**config.mk**
```make
export PLATFORM = sky130hd
export DESIGN_NAME = rgb_pwm_capture_flat
export DESIGN_NICKNAME = d
export VERILOG_FILES = /design/src/rtl/rgb_pwm_capture_pkg.sv /design/src/rtl/rgb_pwm_capture_if.sv /design/src/rtl/rgb_pwm_capture_duty_meter.sv /design/src/rtl/rgb_pwm_capture.sv /design/src/flat_wrapper.sv
export SDC_FILE = /design/constraint.sdc
export NUM_CORES = 1
export LEC_CHECK = 0
export ABC_AREA = 0
export BUFFER_PORTS_ARGS = -buffer_cell sky130_fd_sc_hd__clkbuf_2
export CELL_PAD_IN_SITES_DETAIL_PLACEMENT = 0
export CELL_PAD_IN_SITES_GLOBAL_PLACEMENT = 1
export CORE_UTILIZATION = 46
export CTS_CLUSTER_DIAMETER = 40
export DETAILED_ROUTE_END_ITERATION = 12
export PLACE_DENSITY = 0.81
export SLEW_MARGIN = 20
export SYNTH_ARGS = -nofsm -noshare
export SYNTH_HDL_FRONTEND = slang
export SYNTH_SLANG_ARGS = --single-unit
```
**constraint.sdc**
```tcl
create_clock -name clk -period 3.2 [get_ports clk]
set_input_delay 0 -clock clk [delete_from_list [all_inputs] [get_ports clk]]
set_output_delay 0 -clock clk [all_outputs]
set_load 0.01 [all_outputs]
```
**src/rtl/rgb_pwm_capture_pkg.sv**
```systemverilog
// ============================================================================
// Module  : rgb_pwm_pkg
// Purpose : Shared types, sector codes and the hue-sector classifier for the
//           RGB PWM capture block.
// Ports   : none (package)
// Rev     : 1.0  initial release
// ============================================================================
`default_nettype none

package rgb_pwm_pkg;

  typedef enum logic [1:0] {
    CH_R = 2'd0,
    CH_G = 2'd1,
    CH_B = 2'd2
  } channel_e;

  // Classifier operand width; duty counts are zero-extended to this width,
  // which covers any PWM_PERIOD up to 65535.
  localparam int CLS_W = 16;

  localparam logic [2:0] SECT_0    = 3'd0;
  localparam logic [2:0] SECT_1    = 3'd1;
  localparam logic [2:0] SECT_2    = 3'd2;
  localparam logic [2:0] SECT_3    = 3'd3;
  localparam logic [2:0] SECT_4    = 3'd4;
  localparam logic [2:0] SECT_5    = 3'd5;
  localparam logic [2:0] SECT_GRAY = 3'd7;

  // Max picks the first of R,G,B holding the largest value; min picks the
  // first of B,G,R (excluding max) holding the smallest value.
  function automatic logic [2:0] classify(input logic [CLS_W-1:0] r,
                                          input logic [CLS_W-1:0] g,
                                          input logic [CLS_W-1:0] b);
    channel_e   mx;
    channel_e   mn;
    logic [2:0] s;
    s = SECT_GRAY;
    if (r >= g && r >= b) begin
      mx = CH_R;
      mn = (b <= g) ? CH_B : CH_G;
    end else if (g >= b) begin
      mx = CH_G;
      mn = (b <= r) ? CH_B : CH_R;
    end else begin
      mx = CH_B;
      mn = (g <= r) ? CH_G : CH_R;
    end
    case (mx)
      CH_R:    s = (mn == CH_B) ? SECT_0 : SECT_5;
      CH_G:    s = (mn == CH_B) ? SECT_1 : SECT_2;
      CH_B:    s = (mn == CH_R) ? SECT_3 : SECT_4;
      default: s = SECT_GRAY;
    endcase
    if (r == g && g == b) begin
      s = SECT_GRAY;
    end
    return s;
  endfunction

endpackage

`default_nettype wire

```
**src/rtl/rgb_pwm_capture_if.sv**
```systemverilog
// ============================================================================
// Module  : rgb_pwm_capture_if
// Purpose : Bundles the PWM inputs and measurement outputs of rgb_pwm_capture.
// Ports   : pwm_r/g/b (to DUT), duty_r/g/b, sector, duty_valid, frame_start
//           (from DUT). master = stimulus side, slave = capture block.
// Rev     : 1.0  initial release
// ============================================================================
`default_nettype none

interface rgb_pwm_capture_if #(
  parameter int PWM_PERIOD = 256
) ();
  localparam int CNT_W = $clog2(PWM_PERIOD + 1);

  logic             pwm_r;
  logic             pwm_g;
  logic             pwm_b;
  logic [CNT_W-1:0] duty_r;
  logic [CNT_W-1:0] duty_g;
  logic [CNT_W-1:0] duty_b;
  logic [2:0]       sector;
  logic             duty_valid;
  logic             frame_start;

  modport master (
    output pwm_r, pwm_g, pwm_b,
    input  duty_r, duty_g, duty_b, sector, duty_valid, frame_start
  );

  modport slave (
    input  pwm_r, pwm_g, pwm_b,
    output duty_r, duty_g, duty_b, sector, duty_valid, frame_start
  );
endinterface

`default_nettype wire

```
**src/rtl/rgb_pwm_capture_duty_meter.sv**
```systemverilog
// ============================================================================
// Module  : pwm_duty_meter
// Purpose : Synchronizes one PWM line and counts its high cycles per frame.
// Ports   : clk, rst_n          clock, async active-low reset
//           i_pwm_in            asynchronous PWM line
//           i_frame_first       high on frame_cnt == 0
//           i_frame_last        high on frame_cnt == PWM_PERIOD-1
//           o_final             running count including this cycle's sample
//           o_duty              registered count of the last completed frame
// Rev     : 1.0  initial release
// ============================================================================
`default_nettype none

module pwm_duty_meter #(
  parameter int PWM_PERIOD  = 256,
  parameter int SYNC_STAGES = 2,
  localparam int CNT_W      = $clog2(PWM_PERIOD + 1)
) (
  input  wire logic             clk,
  input  wire logic             rst_n,
  input  wire logic             i_pwm_in,
  input  wire logic             i_frame_first,
  input  wire logic             i_frame_last,
  output logic      [CNT_W-1:0] o_final,
  output logic      [CNT_W-1:0] o_duty
);

  logic [SYNC_STAGES-1:0] r_sync;
  logic [CNT_W-1:0]       r_hi;
  logic [CNT_W-1:0]       r_duty;
  logic [CNT_W-1:0]       w_inc;
  logic [CNT_W-1:0]       w_final;

  assign w_inc   = {{(CNT_W-1){1'b0}}, r_sync[SYNC_STAGES-1]};
  assign w_final = r_hi + w_inc;

  always_ff @(posedge clk or negedge rst_n) begin
    if (!rst_n) begin
      r_sync <= '0;
      r_hi   <= '0;
      r_duty <= '0;
    end else begin
      r_sync <= {r_sync[SYNC_STAGES-2:0], i_pwm_in};
      // First cycle of a frame restarts the count with its own sample.
      r_hi   <= i_frame_first ? w_inc : w_final;
      if (i_frame_last) begin
        r_duty <= w_final;
      end
    end
  end

  assign o_final = w_final;
  assign o_duty  = r_duty;

endmodule

`default_nettype wire

```
**src/rtl/rgb_pwm_capture.sv**
```systemverilog
// ============================================================================
// Module  : rgb_pwm_capture
// Purpose : Measures R/G/B PWM duty over fixed frames and classifies the
//           recovered colour into an HSV hue sector.
// Ports   : clk, rst_n   clock, async active-low reset
//           bus (slave)  pwm_r/g/b in; duty_r/g/b, sector, duty_valid,
//                        frame_start out
// Rev     : 1.0  initial release
// ============================================================================
`default_nettype none

module rgb_pwm_capture
  import rgb_pwm_pkg::*;
#(
  parameter int PWM_PERIOD  = 256,
  parameter int SYNC_STAGES = 2
) (
  input wire logic      clk,
  input wire logic      rst_n,
  rgb_pwm_capture_if.slave bus
);

  localparam int CNT_W = $clog2(PWM_PERIOD + 1);
  localparam int FC_W  = $clog2(PWM_PERIOD);
  localparam logic [FC_W-1:0] c_LAST = FC_W'(PWM_PERIOD - 1);

  logic [FC_W-1:0]  r_frame_cnt;
  logic [2:0]       r_sector;
  logic             r_valid;
  logic             w_first;
  logic             w_last;
  logic [2:0]       w_pwm;
  logic [2:0]       w_sector;
  logic [CNT_W-1:0] w_final [3];
  logic [CNT_W-1:0] w_duty  [3];

  assign w_first = (r_frame_cnt == '0);
  assign w_last  = (r_frame_cnt == c_LAST);
  assign w_pwm   = {bus.pwm_b, bus.pwm_g, bus.pwm_r};

  generate
    for (genvar gi = 0; gi < 3; gi++) begin : g_ch
      pwm_duty_meter #(
        .PWM_PERIOD  (PWM_PERIOD),
        .SYNC_STAGES (SYNC_STAGES)
      ) u_meter (
        .clk           (clk),
        .rst_n         (rst_n),
        .i_pwm_in      (w_pwm[gi]),
        .i_frame_first (w_first),
        .i_frame_last  (w_last),
        .o_final       (w_final[gi]),
        .o_duty        (w_duty[gi])
      );
    end
  endgenerate

  // Classified from the closing counts so sector lands together with duty_*.
  assign w_sector = classify(CLS_W'(w_final[0]), CLS_W'(w_final[1]),
                             CLS_W'(w_final[2]));

  always_ff @(posedge clk or negedge rst_n) begin
    if (!rst_n) begin
      r_frame_cnt <= '0;
      r_sector    <= SECT_GRAY;
      r_valid     <= 1'b0;
    end else begin
      r_frame_cnt <= w_last ? '0 : r_frame_cnt + 1'b1;
      r_valid     <= w_last;
      if (w_last) begin
        r_sector <= w_sector;
      end
    end
  end

  assign bus.duty_r      = w_duty[0];
  assign bus.duty_g      = w_duty[1];
  assign bus.duty_b      = w_duty[2];
  assign bus.sector      = r_sector;
  assign bus.duty_valid  = r_valid;
  assign bus.frame_start = w_first;

endmodule

`default_nettype wire

```
**src/flat_wrapper.sv**
```systemverilog
// flat-port wrapper written by rule: the top's interface ports become plain ports
module rgb_pwm_capture_flat import rgb_pwm_pkg::*;
#(
  parameter int PWM_PERIOD  = 256,
  parameter int SYNC_STAGES = 2
)
  (clk, rst_n, bus_pwm_r, bus_pwm_g, bus_pwm_b, bus_duty_r, bus_duty_g, bus_duty_b, bus_sector, bus_duty_valid, bus_frame_start);
  rgb_pwm_capture_if #(.PWM_PERIOD(PWM_PERIOD)) bus_i ();
  input wire logic clk;
  input wire logic rst_n;
  input wire logic [$bits(bus_i.pwm_r)-1:0] bus_pwm_r;
  input wire logic [$bits(bus_i.pwm_g)-1:0] bus_pwm_g;
  input wire logic [$bits(bus_i.pwm_b)-1:0] bus_pwm_b;
  output wire logic [$bits(bus_i.duty_r)-1:0] bus_duty_r;
  output wire logic [$bits(bus_i.duty_g)-1:0] bus_duty_g;
  output wire logic [$bits(bus_i.duty_b)-1:0] bus_duty_b;
  output wire logic [$bits(bus_i.sector)-1:0] bus_sector;
  output wire logic [$bits(bus_i.duty_valid)-1:0] bus_duty_valid;
  output wire logic [$bits(bus_i.frame_start)-1:0] bus_frame_start;
  assign bus_i.pwm_r = bus_pwm_r;
  assign bus_i.pwm_g = bus_pwm_g;
  assign bus_i.pwm_b = bus_pwm_b;
  assign bus_duty_r = bus_i.duty_r;
  assign bus_duty_g = bus_i.duty_g;
  assign bus_duty_b = bus_i.duty_b;
  assign bus_sector = bus_i.sector;
  assign bus_duty_valid = bus_i.duty_valid;
  assign bus_frame_start = bus_i.frame_start;
  rgb_pwm_capture #(.PWM_PERIOD(PWM_PERIOD), .SYNC_STAGES(SYNC_STAGES)) u_core (.clk(clk), .rst_n(rst_n), .bus(bus_i));
endmodule
```
==> results of run 1 <==
## report_power, final
part	switching, mW	internal (mW)	total [mW]
combinational	0.940	0.777	1.72
sequential	0.176	1.04	1.21
clock	0.344	0.459	0.802
total	1.46	2.27	3.73
## worst paths after layout
check | cells past startpoint | slack [ns] | end
worst max-delay path | 14 | 0.23 | u_core.bus.sector[0]
worst min-delay path | 2 | 0.28 | u_core.g_ch[2].u_meter.r_sync[0]
worst max register to register | 14 | 0.23 | u_core.bus.sector[0]
worst min register to register | 0 | 0.36 | u_core.g_ch[0].u_meter.r_sync[1]
max in group asynchronous | 2 | 2.26 | u_core.g_ch[2].u_meter.r_hi[4]
min in group asynchronous | 2 | 0.31 | u_core.g_ch[2].u_meter.o_duty[4]
## placed cells by master (no fill, tap or decap), types with 4 or more instances in the layout
cell / Yosys / routed
sky130_fd_sc_hd__nor2b_1: 5 / 5
sky130_fd_sc_hd__nand4_1: 6 / 6
sky130_fd_sc_hd__dlygate4sd3_1: 0 / 4
sky130_fd_sc_hd__o21a_1: 7 / 7
sky130_fd_sc_hd__nor2_1: 46 / 45
sky130_fd_sc_hd__o211ai_1: 7 / 7
sky130_fd_sc_hd__a21oi_1: 6 / 6
sky130_fd_sc_hd__nor3_1: 11 / 11
sky130_fd_sc_hd__nand3_1: 18 / 18
sky130_fd_sc_hd__xnor2_1: 19 / 19
sky130_fd_sc_hd__clkbuf_8: 0 / 10
sky130_fd_sc_hd__dfrtp_1: 69 / 69
sky130_fd_sc_hd__ha_1: 19 / 17
sky130_fd_sc_hd__clkbuf_2: 0 / 35
sky130_fd_sc_hd__inv_1: 19 / 19
sky130_fd_sc_hd__nand2_1: 48 / 48
sky130_fd_sc_hd__xor2_1: 11 / 11
sky130_fd_sc_hd__o21ai_0: 34 / 33
sky130_fd_sc_hd__buf_4: 1 / 16
## layer usage
metal,GRT usage [%],vias up,wire (um)
li1,-,1486,-
met1,28.5,1396,4080
met2,33.6,62,3840
met3,4.80,19,354
met4,10.1,0,237
met5,0,-,0
## metrics by stage
step | instance area, um^2 | worst slack (ns) | cells
finish | 4510 | 0.234 | 557
global route | 4510 | 0.00672 | 557
CTS | 4470 | 0.109 | 555
detailed placement | 4210 | 0.131 | 535
global placement | 4210 | 0.235 | 535
floorplan | 3850 | 0.407 | 395
## worst reg2reg max path: stages, from the launching register on
cell,delay [ns]
sky130_fd_sc_hd__dfrtp_1,0.40
sky130_fd_sc_hd__ha_4,0.16
sky130_fd_sc_hd__ha_2,0.21
sky130_fd_sc_hd__nand3_4,0.11
sky130_fd_sc_hd__o21a_1,0.24
sky130_fd_sc_hd__nor2_2,0.13
sky130_fd_sc_hd__inv_1,0.08
sky130_fd_sc_hd__ha_1,0.29
sky130_fd_sc_hd__inv_1,0.05
sky130_fd_sc_hd__a2111oi_2,0.32
sky130_fd_sc_hd__a2111oi_1,0.09
sky130_fd_sc_hd__nor3_1,0.27
sky130_fd_sc_hd__o21ai_1,0.12
sky130_fd_sc_hd__maj3_2,0.32
sky130_fd_sc_hd__a21oi_2,0.13
## state kept, by name, summed over array words and instances, names as in the netlist
name                        count
u_core.bus.duty_valid           1
u_core.g_ch.u_meter.r_sync      6
u_core.r_frame_cnt              8
u_core.g_ch.u_meter.o_duty     27
u_core.bus.sector               3
u_core.g_ch.u_meter.r_hi       27
## timing repair
action                                  4_1_cts  5_1_grt
endpoints found under the hold margin        72        0
buffers inserted                              0        2
hold buffers                                  4        0
endpoints found under the setup margin        0        1
resized for setup                             0        6
## cells by family (layout without fill, tap and decap cells)
kind of cell / after synthesis / count (layout) / synth area share, %
mux: 2 / 2 / 0.553
compound gates: 80 / 80 / 14.0
simple gates: 157 / 157 / 20.4
buf+inv: 31 / 91 / 3.35
flops: 72 / 72 / 46.9
fa+ha+maj: 21 / 21 / 6.76
xor+xnor: 32 / 32 / 7.97
## area by class of cell
class                      count  area (um^2)
fill                         726         3420
multi-input combinational    292         1950
clock inverter                 5         80.1
tap                          102          128
inverter                      20         75.1
clock buffer                  11          141
timing repair buffer          55          335
sequential                    72         1810
==> reports/results.md, run 1 <==
| Quantity | Value | Unit |
|---|---|---|
| Number of antenna violations at the first check in global routing | 0 | - |
| Slew at the pin with the worst max-slew slack | 0.935 | ns |
| Fraction of synthesis flops using an asynchronous set or reset pin | 100 | % |
| Wire length per cell | 15.3 | um |
| Path category of the worst min-delay check | input port to register | - |
| Share of synthesized area occupied by flip-flops and latches | 46.9 | % |
| Critical path launch point type | register | - |
| Clock insertion delay at the later pin of the skew report | 0.36 | ns |
| Area enclosed by the die boundary | 8740 | um^2 |
| Number of standard-cell rows in the floorplan | 32 | - |
| Critical path capture point type | register | - |
| First-pass GRT wire length | 14,000 | um |
| Post-layout nets | 474 | - |
| Leakage Power | 2.11 | nW |
| Count of warnings emitted by yosys | 0 | - |
| Initial standard-cell utilization of the core | 48.5 | % |
| Primary FF master, synth | sky130_fd_sc_hd__dfrtp_1 | - |
| Data required time at the worst endpoint | 3.50 | ns |
| Count of vias placed by the detailed router | 2,963 | - |
| Total CTS buffers | 9 | - |
| Total of max-cap violations | 0 | - |
| Post-Syn Nets | 419 | - |
| Root Driver | sky130_fd_sc_hd__clkbuf_8 | - |
| Horizontal extent of the die | 93.5 | um |
| Wirelength, routed | 8510 | um |
| Maximum fanout along the worst path | 4 | - |
| Biggest area contributors in the synthesized netlist | sky130_fd_sc_hd__dfrtp_1 45%, sky130_fd_sc_hd__ha_1 6.2%, sky130_fd_sc_hd__nand2_1 4.7% | - |
| R2r startpoint | u_core.g_ch[1].u_meter.r_sync[1] | - |
| Classification of the worst setup path | register to register | - |
| Number of instances in the synthesized netlist | 395 | - |
| Number of I/O port buffers | 36 | - |
| Sinks on the clock net | 72 | - |
| Final GP Congestion | 0.839 | - |
| Initial DRC count | 111 | - |
| Final number of setup-violating endpoints | 0 | - |
| GRT Overall Usage | 21.5 | % |
| Final critical path time including I/O delays and setup | 2.97 | ns |
| Number of global-route vias before repair | 2,890 | - |
| Remaining number of nets flagged by the antenna check after routing | 0 | - |
| Final count of pins violating max slew | 0 | - |
| Critical path's most frequent cell | sky130_fd_sc_hd__inv_1 | - |
| Number of placed I/O pins | 37 | - |
| Hold path startpoint | bus_pwm_b | - |
| Peak per-stage delay on the critical path | 0.40 | ns |
| Core box area | 7930 | um^2 |
| Largest area contributor in the synthesized netlist | sky130_fd_sc_hd__dfrtp_1 | - |
| Final core utilization | 56.9 | % |
| Grt total ovfl | 0 | - |
| Die span in y | 93.5 | um |
| Summed negative setup slack over all endpoints | 0 | ns |
| F_max | 337 | MHz |
| Unrepaired setup endpoints after global routing | false | - |
| Overall power of the completed layout | 3.73 | mW |
| Via count normalized by instance count | 5.32 | - |
| DRC viols | 0 | - |
| Number of storage elements in the synthesis netlist | 72 | - |
| Post-synth top cells | 69 x sky130_fd_sc_hd__dfrtp_1, 48 x sky130_fd_sc_hd__nand2_1, 46 x sky130_fd_sc_hd__nor2_1, 34 x sky130_fd_sc_hd__o21ai_0 | - |
| Largest net degree at the start of global routing | 73 | - |
| Status | completed | - |
| Post-synthesis average cell area | 9.74 | um^2 |
| Number of flops mapped to enable cells by yosys | 0 | - |
| Unique cell type count in the Yosys netlist | 61 | - |
| Count of TritonRoute iterations in the first routing pass | 4 | - |
| Layout cell share with drive strength beyond 1 | 21.5 | % |
| Detailed placement HPWL | 6320 | um |
| Clock tree from TritonCTS | yes | - |
| Worst setup skew after layout | 0.00811 | ns |
| Number of antenna diodes | 0 | - |
| Area growth from synthesis to layout | 17.2 | % |
| Final Hold Slack | 0.281 | ns |
| Headroom to the max-slew limit | 37.7 | % |
| Pwr per Cell Area | 827 | nW/um^2 |
| Critical path arrival | 3.26 | ns |
| Number of endpoints with negative hold slack in the final report | 0 | - |
| Launching element of the worst setup path | u_core.g_ch[1].u_meter.r_sync[1] | - |
| Most frequent cell after synthesis | sky130_fd_sc_hd__dfrtp_1 | - |
| Share of the synthesized area in the top cell type | 44.9 | % |
| Cell with the biggest individual delay on the critical path | sky130_fd_sc_hd__dfrtp_1 | - |
| Clock transition at the registers of the reported paths | 0.07 | ns |
| Worst supply voltage drop on vdd | 413 | uV |
| Crit path max-delay family | adder cells | - |
| Series of cell instances along the critical path | ha_4, ha_2, nand3_4, o21a_1, nor2_2, inv_1, ha_1, inv_1, a2111oi_2, a2111oi_1, nor3_1, o21ai_1, maj3_2, a21oi_2 | - |
| Critical path buffers and inverters | 2 | - |
| Deepest level of the CTS H-tree | 3 | - |
| Final clock period utilization by the worst path | 92.7 | % |
| Buffer depth of the longest clock path | 2 | - |
| Mapped cell area | 3850 | um^2 |
(Power assumes the default switching activity.)
==> run 2: changes to the inputs <==
--- a/config.mk
+++ b/config.mk
@@ -12,7 +12,7 @@
 export CORE_UTILIZATION = 46
 export CTS_CLUSTER_DIAMETER = 40
 export DETAILED_ROUTE_END_ITERATION = 12
-export PLACE_DENSITY = 0.81
+export PLACE_DENSITY_LB_ADDON = 0.1
 export SLEW_MARGIN = 20
 export SYNTH_ARGS = -nofsm -noshare
 export SYNTH_HDL_FRONTEND = slang
==> run 2 against run 1 <==
Net effect:
- combinational power grew 2%
- via count is 0.47% higher
- register-to-register slack improved by 0.03 ns
- hold slack gained 0.012 ns
- count of clock-buffer cells in the layout fell by 2
- power grew 4.8%
- clock power rose by 19%
- first-iteration DRC count rose by 26%
- sequential share of layout area decreased by 0.44 points
- largest cell class unchanged
- largest power group unchanged
- highest routed layer unchanged
==> reports/results.md, run 2 (synthesis results as in run 1) <==
| Quantity | Value | Unit | Delta |
|---|---|---|---|
| Status | completed | - |  |
| Remaining number of nets flagged by the antenna check after routing | 0 | - | unchanged |
| First-pass GRT wire length | 14,400 | um | +2.5% |
| Pwr per Cell Area | 857 | nW/um^2 | +3.6% |
| Via count normalized by instance count | 5.35 | - | +0.65% |
| Core box area | 7930 | um^2 | unchanged |
| Worst setup skew after layout | 0.00396 | ns | -0.00415 ns |
| Power share of the combinational group | 44.9 | % | -1.1 points |
| Deepest level of the CTS H-tree | 3 | - | unchanged |
| Critical path launch point type | register | - |  |
| GRT Overall Usage | 21.7 | % | +0.16 points |
| Horizontal extent of the die | 93.5 | um | unchanged |
| Total of max-cap violations | 0 | - | unchanged |
| Number of antenna violations at the first check in global routing | 0 | - | unchanged |
| Path category of the worst min-delay check | input port to register | - |  |
| Count of vias placed by the detailed router | 2,977 | - | +0.47% |
| Wirelength, routed | 8390 | um | -1.4% |
| Slew at the pin with the worst max-slew slack | 0.909 | ns | -0.0257 ns |
| Data required time at the worst endpoint | 3.49 | ns | about the same |
| Final GP Congestion | 0.817 | - | -2.7% |
| Largest net degree at the start of global routing | 73 | - | unchanged |
| Sinks on the clock net | 72 | - | unchanged |
| Fraction of power consumed by sequential logic | 30.7 | % | -1.8 points |
| F_max | 341 | MHz | +1.1% |
| Buffer depth of the longest clock path | 2 | - | unchanged |
| Maximum fanout along the worst path | 4 | - | unchanged |
| Root Driver | sky130_fd_sc_hd__clkbuf_8 | - |  |
| Total CTS buffers | 9 | - | unchanged |
| Net switching share of the total power | 37.9 | % | -1.2 points |
| Final number of setup-violating endpoints | 0 | - | unchanged |
| Initial DRC count | 140 | - | +26% |
| Design area | 4560 | um^2 | +1.1% |
| Hold path cells | 2 | - | unchanged |
| Summed negative setup slack over all endpoints | 0 | ns | unchanged |
| Reg2Reg Setup Slack | 0.27 | ns | +0.03 ns |
| Most frequent standard cell in the layout excluding fill and tap cells | sky130_fd_sc_hd__dfrtp_1 | - |  |
| Worst supply voltage drop on vdd | 501 | uV | +21% |
| Final clock period utilization by the worst path | 91.6 | % | -1.0 points |
| R2r startpoint | u_core.g_ch[1].u_meter.r_sync[1] | - |  |
| Count of TritonRoute iterations in the first routing pass | 4 | - | unchanged |
| Worst Hold Path EP | u_core.g_ch[2].u_meter.r_sync[0] | - |  |
| Number of endpoints with negative hold slack in the final report | 0 | - | unchanged |
| Layout cell share with drive strength beyond 1 | 21.6 | % | +0.047 points |
| Clock insertion delay at the later pin of the skew report | 0.35 | ns | about the same |
| Highest-count cells in the layout ignoring fill and taps | 69 x sky130_fd_sc_hd__dfrtp_1, 48 x sky130_fd_sc_hd__nand2_1, 45 x sky130_fd_sc_hd__nor2_1, 35 x sky130_fd_sc_hd__clkbuf_2, 33 x sky130_fd_sc_hd__o21ai_0 | - |  |
| Number of standard-cell rows in the floorplan | 32 | - | unchanged |
| Post-layout nets | 473 | - | -0.21% |
| Number of global-route vias before repair | 2,950 | - | +2.1% |
| DRC viols | 0 | - | unchanged |
| Number of placed I/O pins | 37 | - | unchanged |
| Critical path arrival | 3.22 | ns | -0.04 ns |
| Leakage Power | 2.13 | nW | +1.1% |
| Relative contribution of the clock network to total power | 24.4 | % | +2.9 points |
| Critical path capture point type | register | - |  |
| Final core utilization | 57.5 | % | +0.63 points |
| Wire length per cell | 15.1 | um | -1.2% |
| Capture instance of the worst register-to-register path | u_core.bus.sector[0] | - |  |
| Post-placement cell area | 4210 | um^2 | unchanged |
| Final count of pins violating max slew | 0 | - | unchanged |
| Number of I/O port buffers | 36 | - | unchanged |
| Final critical path time including I/O delays and setup | 2.93 | ns | -0.0335 ns |
| Sw power | 1.48 | mW | +1.7% |
| Reg2reg path depth | 14 | - | unchanged |
| Clock tree from TritonCTS | yes | - |  |
| Unrepaired setup endpoints after global routing | false | - |  |
| Area growth from synthesis to layout | 18.5 | % |  |
| Headroom to the max-slew limit | 39.4 | % | +1.7 points |
| Die span in y | 93.5 | um | unchanged |
| Clock transition at the registers of the reported paths | 0.08 | ns | about the same |
| Grt total ovfl | 0 | - | unchanged |
| Number of antenna diodes | 0 | - | unchanged |
| Overall power of the completed layout | 3.91 | mW | +4.8% |
| Initial standard-cell utilization of the core | 48.5 | % | unchanged |
| Detailed placement HPWL | 6240 | um | -1.3% |
| Hold path startpoint | bus_pwm_b | - |  |
| Cell-internal power | 2.43 | mW | +6.8% |
| Area enclosed by the die boundary | 8740 | um^2 | unchanged |
| Classification of the worst setup path | register to register | - |  |
-- run 2: changes by cell type in the layout (fill, tap and decap cells not counted) --
| cell | delta |
|---|---|
| sky130_fd_sc_hd__a2111oi_2 | -1 |
| sky130_fd_sc_hd__a2111oi_4 | +1 |
| sky130_fd_sc_hd__bufinv_16 | +2 |
| sky130_fd_sc_hd__clkinvlp_4 | -2 |
| sky130_fd_sc_hd__clkinv_4 | +1 |
| sky130_fd_sc_hd__inv_6 | +1 |
| sky130_fd_sc_hd__clkbuf_8 | -1 |
| sky130_fd_sc_hd__clkbuf_1 | -1 |
| sky130_fd_sc_hd__buf_4 | -1 |
-- run 2: timing repair --
item / CTS / global route
endpoints found under the setup margin: 0 / 3
gates resized for setup: 0 / 7
buffers inserted: 0 / 1
hold buffers: 4 / 0
hold endpoints to repair: 72 / 0
-- run 2: worst max path at each step --
stage | to | start
finish | u_core.bus.sector[0] | u_core.g_ch[1].u_meter.r_sync[1]
global route | u_core.bus.sector[0] | u_core.g_ch[1].u_meter.r_sync[1]
CTS | u_core.bus.sector[0] | u_core.g_ch[1].u_meter.r_sync[1]
detailed placement | u_core.bus.sector[0] | u_core.g_ch[1].u_meter.r_sync[1]
global placement | u_core.bus.sector[0] | u_core.g_ch[1].u_meter.r_sync[1]
floorplan | u_core.bus.sector[0] | u_core.g_ch[1].u_meter.r_sync[1]
-- run 2: area by class of cell --
type                            instances  area [um^2]
Fill cell                             699         3370
Multi-Input combinational cell        292         1960
Sequential cell                        72         1810
Timing Repair Buffer                   54          328
Clock inverter                          7          143
Tap cell                              102          128
Clock buffer                            9          124
Inverter                               20         75.1
-- run 2: metal layers --
layer,part of all wire [%],up-vias,GRT usage (%)
li1,-,1489,-
met1,46,1409,28.2
met2,47,65,35.5
met3,4.9,14,4.15
met4,2.2,0,8.85
met5,0,-,0
-- run 2: worst max-delay path: stages, from the launching register on --
cell                        delay [ns]
sky130_fd_sc_hd__dfrtp_1          0.36
sky130_fd_sc_hd__ha_2             0.23
sky130_fd_sc_hd__ha_4             0.16
sky130_fd_sc_hd__nand3_4          0.09
sky130_fd_sc_hd__o21a_1           0.23
sky130_fd_sc_hd__nor2_2           0.13
sky130_fd_sc_hd__inv_1            0.08
sky130_fd_sc_hd__ha_1             0.29
sky130_fd_sc_hd__inv_1            0.07
sky130_fd_sc_hd__a2111oi_4        0.32
sky130_fd_sc_hd__a2111oi_1        0.09
sky130_fd_sc_hd__nor3_1           0.28
sky130_fd_sc_hd__o21ai_1          0.10
sky130_fd_sc_hd__maj3_2           0.32
sky130_fd_sc_hd__a21oi_2          0.13
-- run 2: through the flow --
| step | setup WS (ns) | instances | hold slack, ns |
|---|---|---|---|
| finish | 0.268 | 556 | 0.294 |
| global route | 0.00626 | 556 | 0.286 |
| global placement | 0.247 | 535 | 0.110 |
| detailed placement | 0.125 | 535 | 0.110 |
| floorplan | 0.407 | 395 | -0.296 |
| CTS | 0.105 | 555 | 0.278 |
-- run 2: power by group through the flow --
stage               Sequential (mW)  Combinational (mW)  Clock [mW]
floorplan                      1.15                1.30           0
global placement               1.20                1.67           0
detailed placement             1.21                1.70           0
CTS                            1.19                1.72       0.976
global route                   1.22                1.97        1.01
finish                         1.20                1.76       0.955
==> run 3: changes to the inputs <==
--- a/config.mk
+++ b/config.mk
@@ -7,12 +7,10 @@
 export LEC_CHECK = 0
 export ABC_AREA = 0
 export BUFFER_PORTS_ARGS = -buffer_cell sky130_fd_sc_hd__clkbuf_2
-export CELL_PAD_IN_SITES_DETAIL_PLACEMENT = 0
-export CELL_PAD_IN_SITES_GLOBAL_PLACEMENT = 1
-export CORE_UTILIZATION = 46
+export CORE_UTILIZATION = 59
 export CTS_CLUSTER_DIAMETER = 40
 export DETAILED_ROUTE_END_ITERATION = 12
-export PLACE_DENSITY_LB_ADDON = 0.1
+export PLACE_DENSITY = 0.79
 export SLEW_MARGIN = 20
 export SYNTH_ARGS = -nofsm -noshare
 export SYNTH_HDL_FRONTEND = slang
==> run 3 against run 2 <==
Net effect:
- cell area is 1.6% lower
- largest power group unchanged
- setup slack got worse by 0.077 ns
- critical path type unchanged
- final cell count decreased by 4.7%
- clock power shrank 6.2%
- the run now ends with design-rule violations left
- routed wire length grew 1.2%
- flip-flop and latch count unchanged
- hold slack got worse by 0.11 ns
- non-clock buffer count decreased by 1
- first-iteration DRC count increased by 15%
==> reports/results.md, run 3 (synthesis results as in run 1) <==
| Quantity | Value | Unit | Delta |
|---|---|---|---|
| Critical path arrival | 3.30 | ns | +0.08 ns |
| Initial standard-cell utilization of the core | 61.0 | % | +12 points |
| Relative contribution of the clock network to total power | 23.2 | % | -1.2 points |
| F_max | 332 | MHz | -2.6% |
| Sw power | 1.51 | mW | +1.8% |
| Classification of the worst setup path | register to register | - |  |
| Failing checks | design-rule violations | - |  |
| Wire length per cell | 16.0 | um | +6.1% |
| Horizontal extent of the die | 82.8 | um | -11% |
| Layout cell share with drive strength beyond 1 | 21.4 | % | -0.17 points |
| Root Driver | sky130_fd_sc_hd__clkbuf_8 | - |  |
| Total CTS buffers | 9 | - | unchanged |
| Final number of setup-violating endpoints | 0 | - | unchanged |
| Core box area | 6310 | um^2 | -20% |
| Net switching share of the total power | 39.1 | % | +1.2 points |
| Worst supply voltage drop on vdd | 567 | uV | +13% |
| Count of filler cells inserted in the layout | 502 | - | -28% |
| Deepest level of the CTS H-tree | 3 | - | unchanged |
| Number of endpoints with negative hold slack in the final report | 0 | - | unchanged |
| Largest net degree at the start of global routing | 49 | - | -33% |
| Headroom to the max-slew limit | 58.3 | % | +19 points |
| Grt total ovfl | 0 | - | unchanged |
| Via count normalized by instance count | 5.79 | - | +8.1% |
| Final clock period utilization by the worst path | 94.0 | % | +2.4 points |
| Final Hold Slack | 0.179 | ns | -0.115 ns |
| Wirelength, routed | 8490 | um | +1.2% |
| Clock transition at the registers of the reported paths | 0.08 | ns | about the same |
| Number of antenna diodes | 0 | - | unchanged |
| Data required time at the worst endpoint | 3.49 | ns | about the same |
| Cell-internal power | 2.35 | mW | -3.2% |
| Power share of the combinational group | 45.7 | % | +0.8 points |
| Leakage Power | 2.11 | nW | -0.79% |
| Area growth from synthesis to layout | 16.6 | % |  |
| Fraction of power consumed by sequential logic | 31.1 | % | +0.4 points |
| Post-layout nets | 472 | - | -0.21% |
| GRT Overall Usage | 27.5 | % | +5.8 points |
| Clock insertion delay at the later pin of the skew report | 0.35 | ns | about the same |
| Worst setup margin | 0.191 | ns | -0.0771 ns |
| Overall power of the completed layout | 3.86 | mW | -1.3% |
| Buffer depth of the longest clock path | 2 | - | unchanged |
| Count of vias placed by the detailed router | 3,067 | - | +3.0% |
| Total of max-cap violations | 0 | - | unchanged |
| DRC viols | 2 | - | +2 |
| Highest-count cells in the layout ignoring fill and taps | 69 x sky130_fd_sc_hd__dfrtp_1, 48 x sky130_fd_sc_hd__nand2_1, 45 x sky130_fd_sc_hd__nor2_1, 35 x sky130_fd_sc_hd__clkbuf_2, 33 x sky130_fd_sc_hd__o21ai_0 | - |  |
| Worst-case setup slack after placement | 0.124 | ns | -0.00106 ns |
| Number of standard-cell rows in the floorplan | 29 | - | -9.4% |
| Slew at the pin with the worst max-slew slack | 0.621 | ns | -0.288 ns |
| Worst setup skew after layout | 0.00991 | ns | +0.00596 ns |
| Die span in y | 82.8 | um | -11% |
| Remaining number of nets flagged by the antenna check after routing | 0 | - | unchanged |
| Number of I/O port buffers | 36 | - | unchanged |
| Critical path capture point type | register | - |  |
| Initial DRC count | 161 | - | +15% |
| Maximum fanout along the worst path | 4 | - | unchanged |
| Count of TritonRoute iterations in the first routing pass | 9 | - | +5 |
| Number of global-route vias before repair | 2,838 | - | -3.8% |
| Detailed placement HPWL | 6160 | um | -1.3% |
| Clock tree from TritonCTS | yes | - |  |
| Final GP Congestion | 0.901 | - | +10% |
| Sinks on the clock net | 72 | - | unchanged |
| Critical path launch point type | register | - |  |
| Area enclosed by the die boundary | 6850 | um^2 | -22% |
| Pwr per Cell Area | 860 | nW/um^2 | +0.29% |
| Final count of pins violating max slew | 0 | - | unchanged |
| Number of antenna violations at the first check in global routing | 0 | - | unchanged |
| Number of placed I/O pins | 37 | - | unchanged |
| Final critical path time including I/O delays and setup | 3.01 | ns | +0.0770 ns |
| Status | complete, but fails checks | - |  |
| Path category of the worst min-delay check | input port to asynchronous set/reset pin | - |  |
| First-pass GRT wire length | 13,600 | um | -5.6% |
| Most frequent standard cell in the layout excluding fill and tap cells | sky130_fd_sc_hd__dfrtp_1 | - |  |
run 3: layout make-up:
class	instances	area (um^2)	share of cell area [%]
flip-flops and latches	72	1810	40.2
inverters	20	75.1	1.67
well taps	77	96.3	2.15
multi-input cells	292	1940	43.2
clock inverters	6	115	2.56
clock buffers	10	138	3.07
repair buffers	53	318	7.08
run 3: critical path, stage by stage, from the launching register on:
cell,delay (ns)
sky130_fd_sc_hd__dfrtp_1,0.36
sky130_fd_sc_hd__ha_2,0.21
sky130_fd_sc_hd__ha_2,0.20
sky130_fd_sc_hd__nand3_2,0.13
sky130_fd_sc_hd__o21a_1,0.24
sky130_fd_sc_hd__nor2_2,0.16
sky130_fd_sc_hd__inv_1,0.08
sky130_fd_sc_hd__ha_1,0.29
sky130_fd_sc_hd__inv_1,0.07
sky130_fd_sc_hd__a2111oi_4,0.31
sky130_fd_sc_hd__a2111oi_1,0.08
sky130_fd_sc_hd__nor3_1,0.26
sky130_fd_sc_hd__o21ai_1,0.10
sky130_fd_sc_hd__maj3_2,0.32
sky130_fd_sc_hd__a21oi_2,0.13
run 3: layer usage:
metal	vias up	global-route usage, %	share of wire [%]
met2	95	45.1	49
met5	-	0	0
li1	1488	-	-
met4	0	12.8	2.6
met1	1464	34.9	44
met3	20	5.27	4.4
run 3: stage by stage:
step                util [%]  area, um^2  instances  setup TNS [ns]
global placement        66.0        4170        509               0
CTS                     70.7        4460        529               0
global route            71.1        4490        530        -0.00310
finish                  71.1        4490        530               0
floorplan                  -        3850        395               0
detailed placement      66.0        4170        509               0
run 3: timing repair:
action | CTS | global route
setup endpoints to repair | 0 | 1
hold buffers | 4 | 0
hold endpoints to repair | 24 | 0
gates resized for setup | 0 | 5
setup buffers | 0 | 1
run 3: final timing paths:
path	cells after the start	start	endpoint	slack, ns
max	14	u_core.g_ch[1].u_meter.r_sync[1]	u_core.bus.sector[0]	0.19
min	2	rst_n	u_core.g_ch[2].u_meter.r_hi[6]	0.18
max reg2reg	14	u_core.g_ch[1].u_meter.r_sync[1]	u_core.bus.sector[0]	0.19
min reg2reg	0	u_core.g_ch[0].u_meter.r_sync[0]	u_core.g_ch[0].u_meter.r_sync[1]	0.35
max in group asynchronous	3	rst_n	u_core.g_ch[1].u_meter.r_hi[4]	2.01
min in group clk	2	bus_pwm_b	u_core.g_ch[2].u_meter.r_sync[0]	0.29
run 3: power groups by stage:
stage / Sequential [mW] / Clock [mW] / Combinational, mW
finish: 1.20 / 0.896 / 1.76
global route: 1.21 / 0.950 / 1.93
CTS: 1.19 / 0.910 / 1.73
detailed placement: 1.21 / 0 / 1.68
global placement: 1.20 / 0 / 1.60
floorplan: 1.15 / 0 / 1.30
